### config.mk
export PLATFORM = sky130hd
export DESIGN_NAME = serialize_flat
export DESIGN_NICKNAME = d
export VERILOG_FILES = /design/src/rtl/serialize_if.sv /design/src/rtl/serialize.sv /design/src/flat_wrapper.sv
export SDC_FILE = /design/constraint.sdc
export NUM_CORES = 1
export LEC_CHECK = 0
export CAP_MARGIN = 10
export CORE_MARGIN = 1
export CORE_UTILIZATION = 44
export DETAILED_ROUTE_END_ITERATION = 8
export HOLD_SLACK_MARGIN = 0.08
export PLACE_DENSITY_LB_ADDON = 0.1
export REMOVE_ABC_BUFFERS = 1
export SETUP_SLACK_MARGIN = 0.4
export SYNTH_ARGS = -nofsm -noshare
export SYNTH_HDL_FRONTEND = slang
export SYNTH_SLANG_ARGS = --single-unit
### constraint.sdc
create_clock -name clk -period 2.38 [get_ports clk]
set_input_delay 0.357 -clock clk [delete_from_list [all_inputs] [get_ports clk]]
set_output_delay 0.357 -clock clk [all_outputs]
set_load 0.1 [all_outputs]
### src/rtl/serialize_if.sv
// Valid/ready data-transfer interface used between streaming blocks.
// A transfer happens on every rising clock edge where valid && ready.
interface dti #(
  parameter int unsigned W = 8
);
  logic         valid;
  logic         ready;
  logic [W-1:0] data;

  modport producer (output valid, output data, input ready);
  modport consumer (input valid, input data, output ready);
endinterface

### src/rtl/serialize.sv
// Word-to-lane serializer: each accepted LANES*LANE_W word is emitted as
// LANES consecutive LANE_W-bit transfers, lane 0 first. The top data bit
// (eot) marks the final lane of each word. A new word can be accepted in the
// same cycle the last lane leaves, so back-to-back words have no bubble.
module serialize #(
  parameter int unsigned LANE_W = 8,
  parameter int unsigned LANES  = 4
) (
  input logic  clk,
  input logic  rst,
  dti.consumer din,
  dti.producer dout
);

  localparam int unsigned     IDX_W    = (LANES > 1) ? $clog2(LANES) : 1;
  localparam logic [IDX_W-1:0] LAST_IDX = IDX_W'(LANES - 1);

  typedef enum logic {
    IDLE = 1'b0,
    BUSY = 1'b1
  } state_t;

  state_t                       state = IDLE;
  state_t                       state_nxt;
  logic [LANES-1:0][LANE_W-1:0] word_reg;
  logic [IDX_W-1:0]             idx;
  logic [IDX_W-1:0]             idx_nxt;
  logic                         busy;
  logic                         last;
  logic                         din_ready;
  logic                         in_hs;
  logic                         out_hs;

  // Parameter and interface-width sanity checks at elaboration.
  if (LANES < 2) begin : g_bad_lanes
    $error("serialize: LANES must be at least 2");
  end
  if ($bits(din.data) != int'(LANES * LANE_W)) begin : g_bad_din_w
    $error("serialize: din.data width must be LANES*LANE_W");
  end
  if ($bits(dout.data) != int'(LANE_W + 1)) begin : g_bad_dout_w
    $error("serialize: dout.data width must be LANE_W+1");
  end

  assign busy = (state == BUSY);
  assign last = (idx == LAST_IDX);

  // Input acceptance: idle, or the final lane is leaving this cycle.
  // Depends only on state and dout.ready, never on din.valid.
  always_comb begin
    din_ready = 1'b0;
    if (!busy) begin
      din_ready = 1'b1;
    end else if (last && dout.ready) begin
      din_ready = 1'b1;
    end
  end

  assign din.ready  = din_ready;
  assign dout.valid = busy;
  assign dout.data  = {last, word_reg[idx]};

  assign in_hs  = din.valid && din_ready;
  assign out_hs = busy && dout.ready;

  // Next-state and lane-counter logic; a new word always wins over finishing.
  always_comb begin
    state_nxt = state;
    idx_nxt   = idx;
    if (in_hs) begin
      state_nxt = BUSY;
      idx_nxt   = '0;
    end else if (out_hs) begin
      if (last) begin
        state_nxt = IDLE;
        idx_nxt   = '0;
      end else begin
        idx_nxt = idx + 1'b1;
      end
    end
  end

  // State and lane counter registers with synchronous reset.
  always_ff @(posedge clk) begin
    if (rst) begin
      state <= IDLE;
      idx   <= '0;
    end else begin
      state <= state_nxt;
      idx   <= idx_nxt;
    end
  end

  // Word register: loaded on input handshake, content irrelevant after reset.
  always_ff @(posedge clk) begin
    if (in_hs) begin
      word_reg <= din.data;
    end
  end

endmodule

### src/flat_wrapper.sv
// flat-port wrapper written by rule: the top's interface ports become plain ports
module serialize_flat 
#(
  parameter int unsigned LANE_W = 8,
  parameter int unsigned LANES  = 4
)
  (clk, rst, din_valid, din_data, din_ready, dout_valid, dout_data, dout_ready);
  dti #(.W(32)) din_i ();
  dti #(.W(9)) dout_i ();
  input logic clk;
  input logic rst;
  input wire logic [$bits(din_i.valid)-1:0] din_valid;
  input wire logic [$bits(din_i.data)-1:0] din_data;
  output wire logic [$bits(din_i.ready)-1:0] din_ready;
  output wire logic [$bits(dout_i.valid)-1:0] dout_valid;
  output wire logic [$bits(dout_i.data)-1:0] dout_data;
  input wire logic [$bits(dout_i.ready)-1:0] dout_ready;
  assign din_i.valid = din_valid;
  assign din_i.data = din_data;
  assign din_ready = din_i.ready;
  assign dout_valid = dout_i.valid;
  assign dout_data = dout_i.data;
  assign dout_i.ready = dout_ready;
  serialize #(.LANE_W(LANE_W), .LANES(LANES)) u_core (.clk(clk), .rst(rst), .din(din_i), .dout(dout_i));
endmodule
# Word-level counts from Yosys, hierarchy flattened
# Index checks and enable logic that the tools add are counted.
# word_totals
word_cells	24
input_bits	36
regBits	35
output_inout_bits	11
# op_classes
n_eq_ne	1
n_addsub	1
reduce_logical	7
order_cmp	1
mux	8
# op_table
cell	count
$bmux W8 S2	1
$mux W8	1
$mux W1	5
$reduce_bool A2 Y1	2
$logic_and A1 B1 Y1	3
$lt A2 B3 Y1 const B	1
$add A2 B1 Y2 const B	1
$eq A2 B2 Y1 const B	1
$mux W2	1
$reduce_and A2 Y1	1
$reduce_or A2 Y1	1

# Depth between registers and ports, before layout
# Gate-level depths: netlist of the first run.
# depth
depth_word	7
depth_mapped	3
mapped_depth_nobuf	3

# Least setup slack after synthesis of the first run
# No wires, ideal clock.
# synth_path
path_kind	register to register
startpoint	reg u_core.state, in the netlist u_core.dout.valid
endpoint	reg u_core.word_reg[0] (netlist bit), enable pin
path_stages_with_launch	3
path_buffers	0
t_required_ps	1988
t_arrival_ps	2288
setup_ps	392
synth_period_minus_slack_ps	2680
slack_ps	-300
cell_sequence	dfxtp_1 a21bo_2 and2_1
# synth_between
elab_chain_cells	2
# synth_rtl
item	line_no	text
from (decl)	serialize.sv:23	state_t state = IDLE;
from (signal assigned)	serialize.sv:89	state <= state_nxt;
$mux W1	serialize.sv:52	if (!busy) begin
named net din_ready	flat_wrapper.sv:14	output wire logic [$bits(din_i.ready)-1:0] din_ready;
$logic_and A1 B1 Y1	serialize.sv:63	assign in_hs = din.valid && din_ready;
named net u_core.in_hs	serialize.sv:31	logic in_hs;
to (signal assigned)	serialize.sv:97	word_reg <= din.data;
to (decl)	serialize.sv:25	logic [LANES-1:0][LANE_W-1:0] word_reg;
# The timed path passes the listed nets, and every way through them passes these cells.
# A chain may end at the register's enable or synchronous reset.

# Worst setup path after layout of the first run
# layout_path
startpoint	reg u_core.idx[0]
endpoint	out dout_data[2]
# layout_between
elab_chain_cells	2
# layout_rtl
item	line_no	text
from (decl)	serialize.sv:26	logic [IDX_W-1:0] idx;
from (signal assigned)	serialize.sv:90	idx <= idx_nxt;
$bmux W8 S2	serialize.sv:61	assign dout.data = {last, word_reg[idx]};
$mux W8 (not written as such)	serialize.sv:61	
to (decl)	flat_wrapper.sv:16	output wire logic [$bits(dout_i.data)-1:0] dout_data;
# No other way between the ends. The select of a mux whose other input is x is not followed.

==> results of run 1 <==
[cell families after synthesis]
logic type | count (synthesis)
DFF | 35
muxes | 8
AOI/OAI and AO/OA | 5
and+or+nand+nor | 5
buffers and inverters | 4
adders and majority gates | 1
[placed cells by master (no fill, tap or decap), types with 2 or more instances in the layout]
| cell | n |
|---|---|
| clkdlybuf4s50_1 | 35 |
| clkbuf_4 | 5 |
| mux4_1 | 3 |
| clkinv_1 | 2 |
| edfxtp_1 | 32 |
| dfxtp_1 | 2 |
| a21bo_2 | 2 |
| mux4_2 | 5 |
| buf_4 | 2 |
| buf_12 | 11 |
[synth_stat cells, drive strengths merged]
cell      n
edfxtp   32
mux4      8
buf       3
dfxtp     3
a21bo     2
a21oi     1
a221oi    1
a31oi     1
and2      1
ha        1
inv       1
nand3     1
nand3b    1
nand4bb   1
or3b      1
[worst max-delay path, stage by stage (launching register included)]
cell	delay (ns)
dfxtp_4	0.42
buf_8	0.14
mux4_2	0.53
buf_12	0.19
[area by class of cell]
class	instances	area, um^2	share of cell area
Tap cell	31	38.8	0.0194
Clock inverter	2	7.51	0.00375
Clock buffer	6	41.3	0.0207
Timing Repair Buffer	49	601	0.300
Multi-Input combinational cell	19	283	0.141
Inverter	1	3.75	0.00188
Sequential cell	35	1020	0.513
[how the worst max path moves through the flow]
stage,cells past startpoint,slack [ns],endpoint
2_1_floorplan,3,-1.03,u_core.word_reg[0]
3_3_place_gp,3,0.51,dout_data[4]
3_5_place_dp,3,0.46,dout_data[4]
4_1_cts,3,0.37,dout_data[4]
5_1_grt,3,0.34,dout_data[2]
6_report,3,0.40,dout_data[2]
[per-layer routing]
metal | track usage | up-vias
met5 | 0 | -
met1 | 0.172 | 368
li1 | - | 349
met3 | 0.0862 | 2
met2 | 0.255 | 36
met4 | 0.0523 | 0
[through the flow]
stage | cells | setup WS (ns)
after floorplan | 55 | -1.03
after global placement | 135 | 0.512
after detailed placement | 135 | 0.463
after CTS | 143 | 0.370
after global routing | 143 | 0.342
final | 143 | 0.403
[power groups by stage]
stage	clock (mW)	sequential (mW)	combinational, mW
global route	0.327	0.724	0.279
finish	0.286	0.720	0.269
CTS	0.297	0.721	0.270
detailed placement	0	0.735	0.269
global placement	0	0.732	0.266
floorplan	0	0.741	0.129
[timing repair]
item	in CTS	in global routing
pin swaps	0	0
setup endpoints to repair	8	5
setup buffers	0	0
gates resized for setup	5	1
==> flow_summary.json, run 1 <==
{
  "period_needed_ns": 1.98,
  "mappedNetlistArea_um2": 1340,
  "fp.dieArea_um2": 3270,
  "worstPathArrival_ns": 1.62,
  "vias": 755,
  "seq_area_frac_synth": 0.761,
  "period_share": 0.831,
  "yosysTopAreaCellShare": 0.716,
  "layout-drive-gt1-share": 0.241,
  "die_h_um": 57.2,
  "wire_per_inst_um": 15.4,
  "wl_met1_um": 847,
  "largest_reg_flops": 32,
  "cp-start-kind": "register",
  "p_total_mw": 1.28,
  "top_layer": "met4",
  "grt_max_degree": 33,
  "vias_per_cell": 5.28,
  "cap_violations": 0,
  "endpoint_kind": "output pin",
  "cts.htree.levels": 2,
  "muxShareOfSynthArea": 0.148,
  "seqPwrFrac": 0.565,
  "yosysUniqueCellTypes": 17,
  "synthAdderAreaFrac": 0.00933,
  "worstReg2RegStart": "u_core.idx[0]",
  "synth_top_area_cell": "edfxtp_1",
  "whs_ns": 0.573,
  "final_core_util": 0.707,
  "synthTopCellsByArea": "edfxtp_1 (72%), mux4_1 (9.8%), mux4_2 (5.0%)",
  "power.share.clock": 0.225,
  "clockBufferDepth": 2,
  "place_congestion": 0.665,
  "p_leak_nw": 0.701,
  "synth_compound_area_frac": 0.0299,
  "peakVddDrop_uv": 428,
  "hp-class": "in2reg",
  "reg2reg_depth": 4,
  "numClockSinks": 35,
  "fp-row-count": 19,
  "nets": 148,
  "pwr-share-comb": 0.211,
  "grt_pass1_vias": 809,
  "dr_wl_met2_um": 1190,
  "portBuffers": 46,
  "grt.total_usage": 0.155,
  "ctsHoldBuffers": 0,
  "worstMarginPinSlew_ns": 0.278,
  "finalSetupViolations": 0,
  "synth_warnings": 0,
  "drc": 4,
  "start_util": 0.474,
  "ys_ff_latch": 35,
  "postSynthAreaPerCell_um2": 23.1,
  "worst-path-max-fanout": 8,
  "synth-simple-area-share": 0.0289,
  "slew_headroom": 0.816,
  "antenna_found_initial": 0,
  "placedInstanceArea_um2": 1950,
  "clk_pin_slew_ns": 0.10,
  "p_int_mw": 0.943,
  "synth_xor_area_frac": 0,
  "cp.required_ns": 2.02,
  "crit_type": "reg2out",
  "power_density_nw_per_um2": 638,
  "final_hold_viol_count": 0,
  "min_path_cells": 1,
  "io-pin-count": 47,
  "hold_start": "din_data[9]",
  "grt_pass1_wl_um": 3600,
  "p_sw_mw": 0.332,
  "fp.coreArea_um2": 2830,
  "rsz0062_at_grt": "yes",
  "cts_buffers": 5,
  "cts-root-buf": "clkbuf_4",
  "postSynthCellCount": 58,
  "cts_tree": "built",
  "critPathLaunch": "u_core.idx[0]",
  "r2r_slack_ns": 0.75,
  "die_x_um": 57.2,
  "post-dp-hpwl_um": 1600,
  "fillCellCount": 198,
  "slew_viol_final": 0,
  "routed_wirelength_um": 2210,
  "insertion_delay_ns": 0.33,
  "switching_share": 0.260,
  "synth_top_family_by_area": "multiplexers",
  "n_antenna_cell": 0,
  "max_freq_mhz": 506,
  "tns_ns": 0,
  "skew_ns": 0.00628,
  "antenna_left": 0,
  "holdPathEnd": "u_core.word_reg[9]",
  "status": "complete, but fails checks",
  "overflow": 0,
  "r2r-end": "u_core.word_reg[7]",
  "wl_met3_um": 155,
  "final_cell_area_um2": 2000,
  "areaGrowthSynthToFinish_pct": 49.1,
  "drt-initial-drc-count": 15,
  "failed_checks": "design-rule violations",
  "drt_pass1_iterations": 6
}
Note: power is estimated with default switching activity, not from simulation.
==> run 2: changes to the inputs <==
==> constraint.sdc (replaced) <==
create_clock -name clk -period 1.9 [get_ports clk]
set_input_delay 0.285 -clock clk [delete_from_list [all_inputs] [get_ports clk]]
set_output_delay 0.285 -clock clk [all_outputs]
set_load 0.1 [all_outputs]
==> run 2 against run 1 <==
Compared with the run above: largest power group unchanged; sequential share of layout area is 5.9 points lower; critical path type unchanged; hold slack worse by 0.080 ns; non-clock buffer count is 16 higher; highest routed layer unchanged; the run still ends with design-rule violations left.
==> flow_summary.json, run 2 (synthesis results as in run 1) <==
{
  "grtUsageMet3": 0.0748,
  "grt.total_usage": 0.205,
  "power_density_nw_per_um2": 751,
  "period_needed_ns": 1.87,
  "fillCellCount": 171,
  "start_util": 0.474,
  "p_int_mw": 1.25,
  "crit_type": "reg2out",
  "io-pin-count": 47,
  "areaGrowthSynthToFinish_pct": 68.2,
  "cp-start-kind": "register",
  "numClockSinks": 35,
  "switching_share": 0.262,
  "p_total_mw": 1.69,
  "reg2reg_depth": 8,
  "die_h_um": 57.2,
  "wire_per_inst_um": 17.9,
  "antenna_found_initial": 0,
  "endpoint_kind": "output pin",
  "cpPeakStageDelay_ns": 0.55,
  "grt.met2_usage": 0.353,
  "n_antenna_cell": 0,
  "vias": 818,
  "drt_pass1_iterations": 8,
  "antenna_left": 0,
  "cts_buffers": 5,
  "max_freq_mhz": 536,
  "worst-path-max-fanout": 5,
  "cp_slowest_cell": "mux4_2",
  "power.share.clock": 0.218,
  "clockBufferDepth": 2,
  "largest_reg_flops": 32,
  "p_sw_mw": 0.443,
  "worstPathArrival_ns": 1.58,
  "grt_max_degree": 11,
  "final_cell_area_um2": 2260,
  "crit_buf_inv": 2,
  "layout-drive-gt1-share": 0.383,
  "portBuffers": 46,
  "r2r_slack_ns": 0.10,
  "fp.coreArea_um2": 2830,
  "fp.dieArea_um2": 3270,
  "seqPwrFrac": 0.533,
  "cp_cell_sequence": "buf_6 > mux4_2 > buf_12",
  "ctsHoldBuffers": 0,
  "final_common_cell": "clkdlybuf4s50_1",
  "clk_pin_slew_ns": 0.11,
  "hold_start": "din_data[5]",
  "nets": 164,
  "final_hold_viol_count": 0,
  "holdPathEnd": "u_core.word_reg[5]",
  "grt.busiest_layer": "met2",
  "skew_ns": 0.0148,
  "hp-class": "in2reg",
  "multi_input_area_um2": 293,
  "cts_tree": "built",
  "cp.required_ns": 1.62,
  "cts-root-buf": "clkbuf_4",
  "finalSetupViolations": 0,
  "status": "complete, but fails checks",
  "slew_headroom": 0.814,
  "placedInstanceArea_um2": 1960,
  "min_path_cells": 1,
  "period_share": 0.982,
  "overflow": 0,
  "worstMarginPinSlew_ns": 0.281,
  "insertion_delay_ns": 0.34,
  "drt-initial-drc-count": 23,
  "place_congestion": 0.679,
  "crit_family": "multiplexers",
  "mostFrequentLayoutCells": "clkdlybuf4s50_1 (35), edfxtp_1 (32), buf_12 (14)",
  "gr-usage-met1": 0.233,
  "worstReg2RegStart": "u_core.idx[0]",
  "ff_latch_area_um2": 1020,
  "failed_checks": "design-rule violations",
  "routed_wirelength_um": 2850,
  "peakVddDrop_uv": 550,
  "die_x_um": 57.2,
  "slew_viol_final": 0,
  "grt_pass1_vias": 937,
  "cts.htree.levels": 2,
  "drc": 2,
  "pwr-share-comb": 0.249,
  "fp-row-count": 19,
  "cap_violations": 0,
  "rsz0062_at_grt": "yes",
  "place_inst": 137,
  "p_leak_nw": 0.817,
  "worst_slack_ns": 0.0339,
  "r2r-end": "u_core.word_reg[19]",
  "place_ws_ns": 0.0948,
  "vias_per_cell": 5.14,
  "grt_pass1_wl_um": 4610,
  "whs_ns": 0.493,
  "layoutNonFillerInstCount": 159
}
==> run 2: what timing repair did <==
action / 4_1_cts / 5_1_grt
buffers inserted: 8 / 2
resized for setup: 21 / 4
pin swaps: 2 / 2
gates cloned: 4 / 0
endpoints found under the setup margin: 42 / 42
==> run 2: worst max-delay path by stage <==
| stage | cells after the start | start | endpoint | slack [ns] |
|---|---|---|---|---|
| final | 3 | u_core.idx[0] | dout_data[6] | 0.03 |
| after global routing | 3 | u_core.idx[0] | dout_data[6] | -0.04 |
| after CTS | 3 | u_core.idx[0] | dout_data[6] | 0.03 |
| after detailed placement | 4 | dout_ready | u_core.word_reg[15] | 0.09 |
| after global placement | 4 | dout_ready | u_core.word_reg[23] | 0.15 |
| after floorplan | 3 | u_core.idx[0] | u_core.word_reg[0] | -1.51 |
==> run 2: power by group through the flow <==
stage	logic, mW	registers, mW	clock network (mW)
floorplan	0.161	0.929	0
global placement	0.339	0.914	0
detailed placement	0.345	0.918	0
CTS	0.414	0.903	0.376
global route	0.437	0.906	0.433
finish	0.422	0.903	0.369
==> run 2: area by class of cell <==
type	instances	share of cell area
Sequential cell	35	0.453
Timing Repair Buffer	65	0.376
Multi-Input combinational cell	19	0.130
Clock buffer	7	0.0200
Tap cell	31	0.0172
Clock inverter	1	0.00222
Inverter	1	0.00166
==> run 2: routing by layer <==
metal	part of all wire	up-vias
li1	-	384
met1	0.36	391
met2	0.57	41
met3	0.061	2
met4	0.0046	0
met5	0	-
==> run 2: per-stage QoR <==
step,util,setup TNS [ns]
floorplan,-,-49.82
global placement,0.693,0
detailed placement,0.693,0
CTS,0.787,0
global route,0.797,-0.214
finish,0.797,0
